<file path="src/rtl/mul_qb_add_r_if.sv">
// -----------------------------------------------------------------------------
// mul_qb_add_r_if
//   Bundles the start/operand/result signals of the sequential multiply-add
//   unit mul_qb_add_r.
//
//   Parameters
//     M_Q : multiplicand width (quotient-sized)
//     M_B : multiplier / addend width (divisor-sized)
//
//   Signals
//     st      start pulse, operands sampled on the edge where st=1
//     Q       multiplicand
//     B       multiplier
//     R       addend, preloads the accumulator
//     P       result register, M_Q+M_B bits
//     ok_mul  one-cycle done pulse, P valid in the same cycle
//     busy    high while an operation is in progress
//
//   Handshake: there is no back-pressure. The master may raise st in any
//   cycle, including a busy cycle (abort and restart) and the ok_mul cycle.
//   The slave always accepts st and answers with exactly one ok_mul per
//   operation that is not aborted.
//
//   Modports
//     master : drives st/Q/B/R, observes P/ok_mul/busy
//     slave  : the multiply-add unit
// -----------------------------------------------------------------------------
interface mul_qb_add_r_if #(
    parameter int M_Q = 27,
    parameter int M_B = 16
);
    logic                 st;
    logic [M_Q-1:0]       Q;
    logic [M_B-1:0]       B;
    logic [M_B-1:0]       R;
    logic [M_Q+M_B-1:0]   P;
    logic                 ok_mul;
    logic                 busy;

    modport master (
        output st, Q, B, R,
        input  P, ok_mul, busy
    );

    modport slave (
        input  st, Q, B, R,
        output P, ok_mul, busy
    );
endinterface

</file>
<file path="src/rtl/mul_qb_add_r.sv">
// -----------------------------------------------------------------------------
// mul_qb_add_r
//   Sequential shift-add multiply-accumulate: P = Q*B + R.
//   One multiplier bit is consumed per clock, LSB first. The accumulator is
//   preloaded with R, so the result reconstructs a dividend from the
//   quotient/remainder of the matching restoring divider.
//
//   Parameters
//     M_Q : multiplicand width (default 27)
//     M_B : multiplier / addend width (default 16)
//
//   Ports
//     clk    in   rising-edge clock
//     rst_n  in   asynchronous active-low reset
//     bus    slave modport of mul_qb_add_r_if (st, Q, B, R, P, ok_mul, busy)
//
//   Build option
//     MUL_EARLY_EXIT_EN : when defined, the operation also finishes as soon as
//     the remaining (post-shift) multiplier is zero. Results are identical;
//     only latency shrinks. Undefined: latency is always M_B cycles.
//
//   Timing: st sampled at edge k, steps at edges k+1..k+M_B (or fewer with
//   early exit), ok_mul and the new P appear after the final step edge.
//   The FSM state is visible directly on bus.busy (RUN <=> busy).
// -----------------------------------------------------------------------------
module mul_qb_add_r #(
    parameter int M_Q = 27,
    parameter int M_B = 16
) (
    input  logic           clk,
    input  logic           rst_n,
    mul_qb_add_r_if.slave  bus
);
    localparam int W = M_Q + M_B;

    typedef enum logic {
        IDLE = 1'b0,
        RUN  = 1'b1
    } state_t;

    state_t          state_q, state_d;
    logic [W-1:0]    bf_q_q,  bf_q_d;    // shifted multiplicand
    logic [M_B-1:0]  bf_b_q,  bf_b_d;    // shifted multiplier
    logic [W-1:0]    acc_q,   acc_d;
    logic [7:0]      cb_tact_q, cb_tact_d;
    logic [W-1:0]    p_q,     p_d;
    logic            ok_q,    ok_d;

    logic [W-1:0]    sum;
    logic            last_step;

    // Accumulate this step's partial product. The worst-case result
    // (2^M_Q-1)(2^M_B-1)+(2^M_B-1) fits in W bits, so no carry-out exists.
    always_comb begin
        sum = bf_b_q[0] ? (acc_q + bf_q_q) : acc_q;
    end

    always_comb begin
`ifdef MUL_EARLY_EXIT_EN
        last_step = (cb_tact_q == 8'(M_B - 1)) || ((bf_b_q >> 1) == '0);
`else
        last_step = (cb_tact_q == 8'(M_B - 1));
`endif
    end

    always_comb begin
        state_d   = state_q;
        bf_q_d    = bf_q_q;
        bf_b_d    = bf_b_q;
        acc_d     = acc_q;
        cb_tact_d = cb_tact_q;
        p_d       = p_q;
        ok_d      = 1'b0;

        if (bus.st) begin
            // Start wins over a running operation: abort and reload.
            state_d   = RUN;
            bf_q_d    = {{M_B{1'b0}}, bus.Q};
            bf_b_d    = bus.B;
            acc_d     = {{M_Q{1'b0}}, bus.R};
            cb_tact_d = 8'd0;
        end else if (state_q == RUN) begin
            acc_d     = sum;
            bf_q_d    = bf_q_q << 1;
            bf_b_d    = bf_b_q >> 1;
            cb_tact_d = cb_tact_q + 8'd1;
            if (last_step) begin
                state_d = IDLE;
                p_d     = sum;
                ok_d    = 1'b1;
            end
        end
    end

    always_ff @(posedge clk or negedge rst_n) begin
        if (!rst_n) begin
            state_q   <= IDLE;
            bf_q_q    <= '0;
            bf_b_q    <= '0;
            acc_q     <= '0;
            cb_tact_q <= '0;
            p_q       <= '0;
            ok_q      <= 1'b0;
        end else begin
            state_q   <= state_d;
            bf_q_q    <= bf_q_d;
            bf_b_q    <= bf_b_d;
            acc_q     <= acc_d;
            cb_tact_q <= cb_tact_d;
            p_q       <= p_d;
            ok_q      <= ok_d;
        end
    end

    assign bus.P      = p_q;
    assign bus.ok_mul = ok_q;
    assign bus.busy   = (state_q == RUN);

endmodule

</file>
<file path="src/flat_wrapper.sv">
// flat-port wrapper written by rule: the top's interface ports become plain ports
module mul_qb_add_r_flat 
#(
    parameter int M_Q = 27,
    parameter int M_B = 16
)
  (clk, rst_n, bus_st, bus_Q, bus_B, bus_R, bus_P, bus_ok_mul, bus_busy);
  mul_qb_add_r_if #(.M_Q(M_Q), .M_B(M_B)) bus_i ();
  input  logic clk;
  input  logic rst_n;
  input wire logic [$bits(bus_i.st)-1:0] bus_st;
  input wire logic [$bits(bus_i.Q)-1:0] bus_Q;
  input wire logic [$bits(bus_i.B)-1:0] bus_B;
  input wire logic [$bits(bus_i.R)-1:0] bus_R;
  output wire logic [$bits(bus_i.P)-1:0] bus_P;
  output wire logic [$bits(bus_i.ok_mul)-1:0] bus_ok_mul;
  output wire logic [$bits(bus_i.busy)-1:0] bus_busy;
  assign bus_i.st = bus_st;
  assign bus_i.Q = bus_Q;
  assign bus_i.B = bus_B;
  assign bus_i.R = bus_R;
  assign bus_P = bus_i.P;
  assign bus_ok_mul = bus_i.ok_mul;
  assign bus_busy = bus_i.busy;
  mul_qb_add_r #(.M_Q(M_Q), .M_B(M_B)) u_core (.clk(clk), .rst_n(rst_n), .bus(bus_i));
endmodule
</file>
<file path="config.mk">
export PLATFORM = sky130hd
export DESIGN_NAME = mul_qb_add_r_flat
export DESIGN_NICKNAME = d
export VERILOG_FILES = /design/src/rtl/mul_qb_add_r_if.sv /design/src/rtl/mul_qb_add_r.sv /design/src/flat_wrapper.sv
export SDC_FILE = /design/constraint.sdc
export NUM_CORES = 1
export LEC_CHECK = 0
export BUFFER_PORTS_ARGS = -buffer_cell sky130_fd_sc_hd__buf_2
export CELL_PAD_IN_SITES_DETAIL_PLACEMENT = 1
export CELL_PAD_IN_SITES_GLOBAL_PLACEMENT = 2
export CORE_UTILIZATION = 40
export DETAILED_ROUTE_END_ITERATION = 12
export PLACE_DENSITY = 0.92
export REMOVE_ABC_BUFFERS = 1
export SLEW_MARGIN = 20
export SYNTH_ARGS = -nofsm -noshare
export SYNTH_HDL_FRONTEND = slang
export SYNTH_SLANG_ARGS = --single-unit
</file>
<file path="constraint.sdc">
create_clock -name clk -period 6.7 [get_ports clk]
set_input_delay 0.67 -clock clk [delete_from_list [all_inputs] [get_ports clk]]
set_output_delay 0.67 -clock clk [all_outputs]
set_load 0.05 [all_outputs]
</file>
==> reports/summary.txt <==
Synth warn - 0
Crit path cell chain - ha_1 -> inv_1 -> fa_1 -> nor2b_1 -> o31a_4 -> o21ai_2 -> o211ai_1 -> a31oi_1 -> o41ai_2 -> a41oi_2 -> and4_1 -> a311o_1
Int Power - 1.89 mW
Critical-path top delay cell - o41ai_2
Vias per cell - 5.57
Die area - 0.0240 mm2
Clock Latency Late Sink - 0.44 ns
EDFF count, synth - 0
Async SR Flop Fraction - 1.00
Global-route usage over all layers - 0.228
Initial drt markers - 385
Worst vdd ir - 0.000136 V
Pre-CTS WS - 2.61 ns
Distinct cells, synth - 73
Unrepaired setup endpoints after global routing - no
WL per Instance - 18.5 um
# rows - 55
PD cells - 260 mW/mm2
Initial Util - 0.410
Max_cap viols - 0
Gpl congestion - 0.861
Design area - 0.0107 mm2
Sequential power share - 0.381
Initial antenna violation count - 0
Share of post-route cells with drive strength above 1 - 0.160
Switching part of the total - 0.321
N_diodes - 0
Horiz. Die Dim - 155 um
GRT Residual Overflow - 0
Count of buffers from port buffering - 106
Max-slew headroom - 0.335
Worst setup EP type - register
Fin util - 0.470
Combinational share of power - 0.233
Pin count of the biggest net entering global routing - 99
Total Power - 2.78 mW
Routed via count - 7859
Placed cell area - 0.0101 mm2
Clock sinks - 155
Hold Path Class - input pin to asynchronous set/reset pin
Crit Path Max Fanout - 5
Final hold slack - 0.273 ns
CP arrival - 3.87 ns
Worst slew pin tran - 0.997 ns
Share of total power in the clock network - 0.385
# setup viols final - 0
Cell count after placement - 1380
Area contributors post-synth - dfrtp_1, mux2i_1, nand2_1, o21ai_0, ha_1
Post-detailed-routing wire length - 26100 um
Hold_buf cts - 0
Number of global-route vias before repair - 8286
Register area share after synthesis - 0.415
Number of CTS-inserted buffers - 17
Dpl hpwl - 17300 um
Total negative slack - 0 ns
CTS HTree Levels - 4
Detail Route Antenna Nets - 0
Cts repair resizes - 0
Netlist Area Pre-Place - 0.00934 mm2
Syn_area_per_cell - 9.13 um2
FF-to-FF path depth - 12
Final count of hold timing violations - 0
First-pass GRT wire length - 43000 um
WS Path Type - register to register
IO Pins - 107
CP Data Required Time - 7.01 ns
P&R area growth vs syn - 14.6%
Critical Path Max Stage Delay - 0.58 ns
Synthesis-stage register bit count - 155
CTS tree - built
Syn Inst Count - 1023
Clk pin slew, worst setup/hold paths - 0.07 ns
Commonest cells after routing, fill and taps aside - nand2_1, dfrtp_1, o21ai_0
Post-CTS setup buffer count - 0
Die Ht - 155 um
Yosys top cell by area - dfrtp_1
Final Non-Filler Cells - 1412
Final period utilization - 0.531
Max-slew violation count - 0
Switching pwr - 893 uW
Remaining DRCs - 0
Post-synth top area share - 0.415
Root Buffer - clkbuf_16
Clock Skews - 0.0119 ns
# nets final - 1192
# fillers - 2650
First-pass detailed-route iteration total - 5
Crit path time final - 3.56 ns
Fmax - 281 MHz
Most used DFF post-synth - dfrtp_1
Worst setup SP type - register
Buffer depth of the longest clock path - 2
Final Worst Setup Slack - 3.14 ns
Leak - 5.38 nW
Core area - 0.0228 mm2
Most common cell after layout, fill and taps aside - nand2_1
Status - finished, final reports clean
cells in the mapped netlist (4+ instances only):
master    count
mux2_2        6
o21bai_1      4
ha_1         43
a21oi_1      69
nand2_1     160
and3_1        5
buf_1        14
xor2_1       21
buf_2         5
clkbuf_1     46
nor3b_1       9
nor2_1       64
o21ai_0     113
dfrtp_1     155
or3_1         6
a311oi_1      5
a41oi_1       5
xnor2_1      18
nand3b_1      4
nand4_1      15
o21a_1        4
a21o_1       21
a211oi_1      6
nand3_1      24
nor3_1       14
inv_1        14
mux2i_1      92
nor2b_1       7
a31oi_1       5
layout make-up:
cell class	count	area [um2]	share of cell area
Multi-Input combinational cell	785	5140	0.481
Inverter	15	56.3	0.00526
Timing Repair Buffer	112	584	0.0546
Tap cell	313	392	0.0366
Sequential cell	155	3880	0.363
Clock buffer	19	453	0.0423
Clock inverter	13	190	0.0178
sequential cells by signal, indices dropped and copies added (netlist names):
register	flops
u_core.cb_tact_q	8
u_core.bus.busy	1
u_core.bus.ok_mul	1
u_core.bus.P	43
u_core.acc_q	43
u_core.bf_b_q	16
u_core.bf_q_q	43
path summary, 6_finish.rpt:
path / to / slack, ns / start
worst min-delay path: u_core.bf_b_q[9] / 0.27 / rst_n
worst max register to register: u_core.acc_q[38] / 3.14 / u_core.acc_q[0]
min in group clk: u_core.bf_b_q[7] / 0.44 / bus_B[7]
worst min register to register: u_core.bus.P[5] / 0.48 / u_core.bus.P[5]
max in group asynchronous: u_core.bf_q_q[31] / 4.91 / rst_n
worst max-delay path: u_core.acc_q[38] / 3.14 / u_core.acc_q[0]
cell families after synthesis:
group / synth area share
muxes: 0.106
DFF: 0.415
adders and majority gates: 0.0597
and+or+nand+nor: 0.158
xor gates and xnor gates: 0.0366
buffers and inverters: 0.0352
AOI/OAI and AO/OA: 0.189
power by group through the flow:
stage | Sequential, mW | Clock (mW) | Combinational (mW)
after floorplan | 1.10 | 0 | 0.418
after CTS | 1.06 | 1.09 | 0.652
after detailed placement | 1.08 | 0 | 0.643
final | 1.06 | 1.07 | 0.649
after global routing | 1.07 | 1.13 | 0.724
after global placement | 1.07 | 0 | 0.627
worst max-delay path: cells and delay by family, from the launching register on:
kind	cells	cell delay, ns
compound gates	7	1.91
fa+ha+maj	2	0.60
simple gates	2	0.47
flops	1	0.39
buf+inv	1	0.06
per-layer routing:
| metal | global-route usage | wire, um | part of all wire | up-vias |
|---|---|---|---|---|
| li1 | - | - | - | 3778 |
| met2 | 0.389 | 12500 | 0.48 | 132 |
| met1 | 0.301 | 12500 | 0.48 | 3924 |
| met4 | 0.0566 | 275 | 0.011 | 0 |
| met5 | 0 | 0 | 0 | - |
| met3 | 0.0373 | 846 | 0.032 | 25 |
No activity file was read; power rests on OpenSTA's default activity.
